<file path="config.mk">
export PLATFORM = sky130hd
export DESIGN_NAME = seq_fsm_selfcorrect_flat
export DESIGN_NICKNAME = d
export VERILOG_FILES = /design/src/rtl/seq_fsm_selfcorrect_pkg.sv /design/src/rtl/seq_fsm_selfcorrect_if.sv /design/src/rtl/seq_fsm_selfcorrect_seg7_hex_decode.sv /design/src/rtl/seq_fsm_selfcorrect.sv /design/src/flat_wrapper.sv
export SDC_FILE = /design/constraint.sdc
export NUM_CORES = 1
export LEC_CHECK = 0
export BUFFER_PORTS_ARGS = -buffer_cell sky130_fd_sc_hd__buf_2
export CAP_MARGIN = 20
export CORE_MARGIN = 5
export CORE_UTILIZATION = 46
export CTS_CLUSTER_DIAMETER = 60
export DETAILED_ROUTE_END_ITERATION = 8
export MAX_ROUTING_LAYER = met4
export PLACE_DENSITY_LB_ADDON = 0.25
export SYNTH_ARGS = -nofsm -noshare
export SYNTH_HDL_FRONTEND = slang
export SYNTH_SLANG_ARGS = --single-unit
</file>
<file path="constraint.sdc">
create_clock -name clk -period 2.2 [get_ports clk]
set_input_delay 0.33 -clock clk [delete_from_list [all_inputs] [get_ports clk]]
set_output_delay 0.33 -clock clk [all_outputs]
set_load 0.005 [all_outputs]
</file>
<file path="src/rtl/seq_fsm_selfcorrect_pkg.sv">
// Shared constants, step-action encoding and parameter check for the
// self-correcting sequence counter and its seven-segment display.
package seq_fsm_selfcorrect_pkg;

  typedef enum logic [1:0] {
    ACT_HOLD    = 2'd0,
    ACT_STEP    = 2'd1,
    ACT_RECOVER = 2'd2,
    ACT_LOAD    = 2'd3
  } step_act_e;

  // Active-low segments, bit order {g,f,e,d,c,b,a}; index is the hex digit.
  localparam logic [6:0] SEG_HEX [16] = '{
    7'h40, 7'h79, 7'h24, 7'h30, 7'h19, 7'h12, 7'h02, 7'h78,
    7'h00, 7'h10, 7'h08, 7'h03, 7'h46, 7'h21, 7'h06, 7'h0E
  };

  localparam logic [6:0] SEG_DASH = 7'h3F;

  function automatic bit params_ok(int width, int seq_len);
    return (width >= 2) && (width <= 4) && (seq_len >= 2) && (seq_len <= (1 << width));
  endfunction

endpackage

</file>
<file path="src/rtl/seq_fsm_selfcorrect_if.sv">
// Control inputs and status/display outputs of the sequence counter.
interface seq_fsm_selfcorrect_if #(
  parameter int WIDTH = 3,
  parameter int ERR_W = 8
);
  logic             x;
  logic             en;
  logic             force_en;
  logic [WIDTH-1:0] force_val;
  logic [WIDTH-1:0] state;
  logic             recover;
  logic [ERR_W-1:0] err_count;
  logic             seg_a, seg_b, seg_c, seg_d, seg_e, seg_f, seg_g;

  modport master (
    output x, en, force_en, force_val,
    input  state, recover, err_count,
    input  seg_a, seg_b, seg_c, seg_d, seg_e, seg_f, seg_g
  );

  modport slave (
    input  x, en, force_en, force_val,
    output state, recover, err_count,
    output seg_a, seg_b, seg_c, seg_d, seg_e, seg_f, seg_g
  );
endinterface

</file>
<file path="src/rtl/seq_fsm_selfcorrect_seg7_hex_decode.sv">
// Combinational hex-to-seven-segment decoder, active-low, with a dash for
// values flagged illegal.
module seg7_hex_decode
  import seq_fsm_selfcorrect_pkg::*;
(
  input  logic [3:0] value,
  input  logic       illegal,
  output logic [6:0] seg
);

  always_comb begin
    seg = illegal ? SEG_DASH : SEG_HEX[value];
  end

endmodule

</file>
<file path="src/rtl/seq_fsm_selfcorrect.sv">
// Self-correcting up/down sequence counter with fault-injection load,
// saturating recovery counter and registered seven-segment output.
//
// action      | meaning
// ACT_LOAD    | force_en high: load force_val, legal or not
// ACT_RECOVER | state >= SEQ_LEN: go to 0, pulse recover, count it
// ACT_STEP    | en high: step up (x=1) or down (x=0), wrapping
// ACT_HOLD    | keep the current state
module seq_fsm_selfcorrect
  import seq_fsm_selfcorrect_pkg::*;
#(
  parameter int WIDTH   = 3,
  parameter int SEQ_LEN = 6,
  parameter int ERR_W   = 8
) (
  input  logic                 clk,
  input  logic                 reset,
  seq_fsm_selfcorrect_if.slave bus
);

  if (!params_ok(WIDTH, SEQ_LEN)) begin : g_param_check
    $error("seq_fsm_selfcorrect: need 2<=WIDTH<=4 and 2<=SEQ_LEN<=2**WIDTH");
  end

  localparam logic [WIDTH:0]   SEQ_LEN_W = (WIDTH+1)'(SEQ_LEN);
  localparam logic [WIDTH-1:0] LAST      = WIDTH'(SEQ_LEN - 1);

  logic [WIDTH-1:0] state_q, state_d;
  logic             recover_q, recover_d;
  logic [ERR_W-1:0] err_q, err_d;
  logic [6:0]       seg_q, seg_d;
  logic [6:0]       dec_seg;
  logic             illegal;
  step_act_e        act;

  // Always false when SEQ_LEN fills the whole state space.
  assign illegal = ({1'b0, state_q} >= SEQ_LEN_W);

  always_comb begin
    act = ACT_HOLD;
    if (bus.force_en) begin
      act = ACT_LOAD;
    end else if (illegal) begin
      act = ACT_RECOVER;
    end else if (bus.en) begin
      act = ACT_STEP;
    end
  end

  always_comb begin
    state_d   = state_q;
    recover_d = 1'b0;
    err_d     = err_q;
    case (act)
      ACT_LOAD: begin
        state_d = bus.force_val;
      end
      ACT_RECOVER: begin
        state_d   = '0;
        recover_d = 1'b1;
        err_d     = (err_q == '1) ? err_q : err_q + ERR_W'(1);
      end
      ACT_STEP: begin
        if (bus.x) begin
          state_d = (state_q == LAST) ? '0 : state_q + WIDTH'(1);
        end else begin
          state_d = (state_q == '0) ? LAST : state_q - WIDTH'(1);
        end
      end
      default: begin
        state_d = state_q;
      end
    endcase
  end

  seg7_hex_decode u_dec (
    .value   (4'(state_q)),
    .illegal (illegal),
    .seg     (dec_seg)
  );

  assign seg_d = dec_seg;

  // Segments load the "0" pattern directly on reset rather than one cycle later.
  always_ff @(posedge clk) begin
    if (!reset) begin
      state_q   <= '0;
      recover_q <= 1'b0;
      err_q     <= '0;
      seg_q     <= SEG_HEX[0];
    end else begin
      state_q   <= state_d;
      recover_q <= recover_d;
      err_q     <= err_d;
      seg_q     <= seg_d;
    end
  end

  assign bus.state     = state_q;
  assign bus.recover   = recover_q;
  assign bus.err_count = err_q;
  assign bus.seg_a     = seg_q[0];
  assign bus.seg_b     = seg_q[1];
  assign bus.seg_c     = seg_q[2];
  assign bus.seg_d     = seg_q[3];
  assign bus.seg_e     = seg_q[4];
  assign bus.seg_f     = seg_q[5];
  assign bus.seg_g     = seg_q[6];

endmodule

</file>
<file path="src/flat_wrapper.sv">
// flat-port wrapper written by rule: the top's interface ports become plain ports
module seq_fsm_selfcorrect_flat import seq_fsm_selfcorrect_pkg::*;
#(
  parameter int WIDTH   = 3,
  parameter int SEQ_LEN = 6,
  parameter int ERR_W   = 8
)
  (clk, reset, bus_x, bus_en, bus_force_en, bus_force_val, bus_state, bus_recover, bus_err_count, bus_seg_a, bus_seg_b, bus_seg_c, bus_seg_d, bus_seg_e, bus_seg_f, bus_seg_g);
  seq_fsm_selfcorrect_if #(.WIDTH(WIDTH), .ERR_W(ERR_W)) bus_i ();
  input  logic clk;
  input  logic reset;
  input wire logic [$bits(bus_i.x)-1:0] bus_x;
  input wire logic [$bits(bus_i.en)-1:0] bus_en;
  input wire logic [$bits(bus_i.force_en)-1:0] bus_force_en;
  input wire logic [$bits(bus_i.force_val)-1:0] bus_force_val;
  output wire logic [$bits(bus_i.state)-1:0] bus_state;
  output wire logic [$bits(bus_i.recover)-1:0] bus_recover;
  output wire logic [$bits(bus_i.err_count)-1:0] bus_err_count;
  output wire logic [$bits(bus_i.seg_a)-1:0] bus_seg_a;
  output wire logic [$bits(bus_i.seg_b)-1:0] bus_seg_b;
  output wire logic [$bits(bus_i.seg_c)-1:0] bus_seg_c;
  output wire logic [$bits(bus_i.seg_d)-1:0] bus_seg_d;
  output wire logic [$bits(bus_i.seg_e)-1:0] bus_seg_e;
  output wire logic [$bits(bus_i.seg_f)-1:0] bus_seg_f;
  output wire logic [$bits(bus_i.seg_g)-1:0] bus_seg_g;
  assign bus_i.x = bus_x;
  assign bus_i.en = bus_en;
  assign bus_i.force_en = bus_force_en;
  assign bus_i.force_val = bus_force_val;
  assign bus_state = bus_i.state;
  assign bus_recover = bus_i.recover;
  assign bus_err_count = bus_i.err_count;
  assign bus_seg_a = bus_i.seg_a;
  assign bus_seg_b = bus_i.seg_b;
  assign bus_seg_c = bus_i.seg_c;
  assign bus_seg_d = bus_i.seg_d;
  assign bus_seg_e = bus_i.seg_e;
  assign bus_seg_f = bus_i.seg_f;
  assign bus_seg_g = bus_i.seg_g;
  seq_fsm_selfcorrect #(.WIDTH(WIDTH), .SEQ_LEN(SEQ_LEN), .ERR_W(ERR_W)) u_core (.clk(clk), .reset(reset), .bus(bus_i));
endmodule
</file>
==> results of run 1 <==
layout by cell type (no fill, tap or decap), types with 2 or more instances in the layout:
cell type	count
clkbuf_4	3
nand3_1	4
inv_1	11
nand2b_1	4
a21oi_1	9
a31oi_1	5
a211oi_1	3
nor2_1	2
buf_4	5
o21ai_0	6
buf_2	26
or4_1	2
ha_1	8
nor2b_1	3
mux2i_1	3
dfxtp_1	19
nand2_1	7
nor3_1	6
area by class of cell:
class / count / area share
multi-input cells: 81 / 0.469
flip-flops and latches: 19 / 0.310
repair buffers: 31 / 0.137
inverters: 11 / 0.0337
well taps: 28 / 0.0286
clock buffers: 4 / 0.0214
what timing repair did:
item                                   4_1_cts  5_1_grt
resized for setup                            0        2
endpoints found under the hold margin        0        0
setup endpoints to repair                    0        1
setup buffers                                0        0
critical path: cells and delay by family (launching register included):
family	cells	cell delay (ps)
adder cells (fa/ha/maj)	2	410
AND/OR/NAND/NOR	2	560
buffers and inverters	1	100
AO/OA/AOI/OAI	3	540
flip-flops	1	320
power breakdown:
group	switching [mW]	leakage, nW	internal (mW)	total [mW]
Sequential	0.00809	0.155	0.365	0.373
Combinational	0.0889	0.402	0.0731	0.162
Clock	0.102	0.0150	0.0704	0.172
Total	0.199	0.572	0.508	0.707
logic make-up (layout without fill, tap and decap cells):
family / after synthesis / count (layout) / share of synthesized area
AOI/OAI and AO/OA: 32 / 32 / 0.211
buffers and inverters: 13 / 46 / 0.0559
muxes: 3 / 3 / 0.0298
adders and majority gates: 9 / 9 / 0.112
and+or+nand+nor: 37 / 37 / 0.214
DFF: 19 / 19 / 0.378
state kept, by name, indices dropped and copies added, names as in the netlist:
register,cells
u_core.bus.err_count,8
u_core.seg_q,7
u_core.bus.state,3
u_core.bus.recover,1
how the worst min path moves through the flow:
stage          slack [ps]                                   end  depth (start not counted)
2_1_floorplan         470  u_core.bus.err_count[4]$_SDFFE_PN0P_                          2
3_3_place_gp          510  u_core.bus.err_count[1]$_SDFFE_PN0P_                          2
3_5_place_dp          520  u_core.bus.err_count[1]$_SDFFE_PN0P_                          2
4_1_cts               350            u_core.seg_q[6]$_SDFF_PN1_                          2
5_1_grt               370      u_core.bus.state[1]$_SDFFE_PN0P_                          3
6_report              350            u_core.seg_q[6]$_SDFF_PN1_                          2
per-stage QoR:
stage                     cell area [sq um]  setup slack, ps  instances  hold slack [ps]
final                                  1230              166        174              352
after CTS                              1220              125        174              353
after global routing                   1230             53.1        174              371
after detailed placement               1200              143        170              519
after floorplan                        1010             9.69        113              468
after global placement                 1200              215        170              505
metal layers:
metal	wire length, um	GRT usage	up-vias
li1	-	-	484
met1	1020	0.195	410
met2	986	0.233	29
met3	160	0.0368	2
met4	17	0.0298	0
met5	0	-	-
==> metrics, run 1 <==
worst r2r path cells 8; Reg2Reg Setup Slack 170 ps; Final Slew Violations 0; Ys Warns 0; Worst Tran Pin Value 394 ps; Setup crit start u_core.bus.state[0]$_SDFFE_PN0P_; first-pass GRT wire length 3780 um; Multi-input gate area 576 sq um; Post-synth EDFFs 0; minimum clock period 2030 ps; antenna violations before repair 0; clock slew at the register clock pins of the worst setup and hold paths 110 ps; Final period util 0.925; clk_skew 6.23 ps; PwrDens 577 nW/um^2; Tot GR Track Use 0.149; CTS Buf Count 3; run status completed; hold path start reset; async set or reset register ratio after synthesis 0; Mean Syn Cell Area 8.91 sq um; CP Max Fanout 4; # rows 17; CTS tree built; Routed WL 2180 um; total negative slack 0 ps; maxcap violations 0; largest net degree at the start of global routing 16; vias in the first global route 870; Port Buffers 26; DRT Pass-1 Iters 4; share of the synthesized area in the top cell type 0.378; Max Fclk 492 MHz; headroom to the max-slew limit 0.734; clk buf depth 2; fin nets 164; ranking of synthesized cells by area dfxtp_1 38%, ha_1 11%, a21oi_1 4.5%, inv_1 4.1%, o21ai_0 3.5%; Clock Latency Late Sink 290 ps; DRT iter0 DRCs 29; final core occ 0.571; number of I/O pins 27; Pwr Total 0.707 mW; GR Overflow Total 0; worst r2r src u_core.bus.state[0]$_SDFFE_PN0P_; routability congestion estimate 0.885; sequential-to-total area share from yosys stat 0.378; die area 3230 sq um; die height 56.8 um; P&R area growth vs syn 21.7%; cell count after synthesis 113; CP Launch Type flip-flop; crit path to u_core.bus.err_count[7]$_SDFFE_PN0P_; worst hold-check path type primary input to flip-flop; CTS Hold Bufs 0; vias 925; DRC Markers 0; Peak VDD IR 0.443 mV; # fillers 212; sequential cell area 380 sq um; Final Hold Fails 0; CP peak stage delay 420 ps; worst path arrival time 2230 ps; CTS sink cnt 19; reg2reg end u_core.bus.err_count[7]$_SDFFE_PN0P_; WL/cell 12.5 um; cells along the critical path inv_1 > ha_2 > o21ai_1 > a21oi_1 > ha_1 > nand3_1 > or4_1 > o211a_1; final setup violation count 0; dominant cell type by area after synthesis dfxtp_1; Syn Nets 130; diode count 0; Synth Cell Area 1010 sq um; slowest cell on the critical path or4_1; most frequent cell after synthesis dfxtp_1; unique cell type count in the Yosys netlist 33; Detail Route Antenna Nets 0; Root Driver clkbuf_4; flops & latches, synth 19; CP required 2390 ps; die width 56.8 um; RSZ-0062 raised after global routing no; commonest cells in the netlist 19 x dfxtp_1, 11 x inv_1, 9 x a21oi_1, 9 x ha_1; H-tree levels 1; nature of the critical path endpoint flip-flop; Pleak 0.572 nW; layout cells sized above 1 0.274; DP HPWL 1660 um; Synth Flop Type dfxtp_1; Worst Path Class, Setup flip-flop to flip-flop; via/cell ratio 5.32; CORE AREA 2150 sq um; initial cell density of the core 0.469
Note: power is estimated with default switching activity, not from simulation.
==> inputs of run 2 (changes only) <==
Settings changed: CORE_MARGIN 5 to unset, GPL_ROUTABILITY_DRIVEN set to 0.
==> metrics, run 2 (synthesized netlist as in run 1, its figures left out) <==
total negative slack 0 ps; CTS Buf Count 3; first-pass GRT wire length 3370 um; antenna violations before repair 0; post-place setup slack 36.7 ps; Reg2Reg Setup Slack 150 ps; # rows 16; Root Driver clkbuf_4; Combinational Power Share 0.228; nature of the critical path endpoint flip-flop; minimum clock period 2050 ps; worst path arrival time 2250 ps; Tot GR Track Use 0.190; via/cell ratio 5.40; worst r2r src u_core.bus.state[0]$_SDFFE_PN0P_; CTS sink cnt 19; initial cell density of the core 0.503; fin nets 163; slowest cell on the critical path or4_1; cells along the critical path inv_1 > ha_2 > o21ai_1 > a21oi_2 > ha_2 > nand3_1 > or4_1 > o211a_1; H-tree levels 1; diode count 0; Worst Path Class, Setup flip-flop to flip-flop; WL/cell 12.0 um; clk buf depth 2; DRT Pass-1 Iters 6; switching pwr 0.201 mW; switch share 0.283; Detail Route Antenna Nets 0; headroom to the max-slew limit 0.723; CTS tree built; worst hold-check path type primary input to flip-flop; layout cells sized above 1 0.283; most common cell after layout, fill and taps aside buf_2; worst r2r path cells 8; Sequential Power Share 0.526; DP HPWL 1530 um; Clock Latency Late Sink 300 ps; most frequent cell on the critical path ha_2; Worst Tran Pin Value 411 ps; Pint 0.508 mW; DRC Markers 0; CTS Hold Bufs 0; hold path start reset; CP Max Fanout 7; Final Slew Violations 0; P&R area growth vs syn 21.5%; CORE AREA 2000 sq um; Max Fclk 489 MHz; clock network fraction of design power 0.246; run status completed; Routed WL 2060 um; Port Buffers 26; Non-Filler Cell Area, Final 1220 sq um; Hold Path Sink u_core.seg_q[6]$_SDFF_PN1_; Peak VDD IR 0.293 mV; largest net degree at the start of global routing 16; # fillers 202; GR Overflow Total 0; Final period util 0.930; number of I/O pins 27; Final WS setup 155 ps; PwrDens 579 nW/um^2; Pleak 0.565 nW; die area 2380 sq um; die width 48.8 um; CP Launch Type flip-flop; CP required 2410 ps; most frequent cells in the layout 26 x buf_2, 19 x dfxtp_1, 11 x inv_1; die height 48.8 um; RSZ-0062 raised after global routing no; Hold Crit Depth 2; vias 929; DRT iter0 DRCs 23; maxcap violations 0; reg2reg end u_core.bus.err_count[7]$_SDFFE_PN0P_; clk_skew 12.3 ps; CP peak stage delay 430 ps; final setup violation count 0; max reg flops 8; clock slew at the register clock pins of the worst setup and hold paths 110 ps; Cell Area, Placed 1190 sq um; Final Hold Fails 0; final core occ 0.611; vias in the first global route 767
## run 2: changes by cell type in the layout (fill, tap and decap cells not counted), sizes merged
cell / before / now
buf: 31 / 30
## run 2: cell type report
type                            count  area [sq um]  share of cell area
Clock buffer                        4          26.3              0.0215
Inverter                           11          41.3              0.0337
Multi-Input combinational cell     81           582               0.475
Sequential cell                    19           380               0.311
Tap cell                           27          33.8              0.0276
Timing Repair Buffer               30           160               0.131
## run 2: through the flow
stage	cells	hold slack, ps	total power [mW]
floorplan	113	468	0.480
global placement	168	505	0.535
detailed placement	168	512	0.539
CTS	172	353	0.712
global route	172	370	0.754
finish	172	358	0.709
## run 2: power by group through the flow
stage               clock network, mW  registers [mW]  logic (mW)
global route                    0.196           0.375       0.182
CTS                             0.180           0.373       0.159
finish                          0.175           0.373       0.161
floorplan                           0           0.389      0.0911
global placement                    0           0.380       0.155
detailed placement                  0           0.381       0.158
## run 2: timing repair
| action | in CTS | in global routing |
|---|---|---|
| setup endpoints to repair | 0 | 4 |
| buffers inserted | 0 | 0 |
| resized for setup | 0 | 4 |
## run 2: metal layers
metal | track usage | vias to the layer above | part of all wire
met1 | 0.255 | 422 | 0.50
met2 | 0.280 | 24 | 0.43
li1 | - | 479 | -
met5 | - | - | 0
met3 | 0.0374 | 4 | 0.051
met4 | 0.0735 | 0 | 0.014
## run 2: worst max-delay path, delay by kind of cell, from the launching register on
| family | cells | cell delay (ps) |
|---|---|---|
| AOI/OAI and AO/OA | 3 | 510 |
| adders and majority gates | 2 | 450 |
| buffers and inverters | 1 | 100 |
| DFF | 1 | 320 |
| and+or+nand+nor | 2 | 580 |
## run 2: how the worst max path moves through the flow
| stage | startpoint | slack, ps | cells after the start | to |
|---|---|---|---|---|
| after floorplan | u_core.bus.state[1]$_SDFFE_PN0P_ | 10 | 7 | u_core.bus.err_count[7]$_SDFFE_PN0P_ |
| after global placement | u_core.bus.state[0]$_SDFFE_PN0P_ | 150 | 8 | u_core.bus.err_count[7]$_SDFFE_PN0P_ |
| after detailed placement | u_core.bus.state[0]$_SDFFE_PN0P_ | 40 | 8 | u_core.bus.err_count[7]$_SDFFE_PN0P_ |
| after CTS | u_core.bus.state[0]$_SDFFE_PN0P_ | 40 | 8 | u_core.bus.err_count[7]$_SDFFE_PN0P_ |
| after global routing | u_core.bus.state[0]$_SDFFE_PN0P_ | 20 | 8 | u_core.bus.err_count[7]$_SDFFE_PN0P_ |
| final | u_core.bus.state[0]$_SDFFE_PN0P_ | 150 | 8 | u_core.bus.err_count[7]$_SDFFE_PN0P_ |
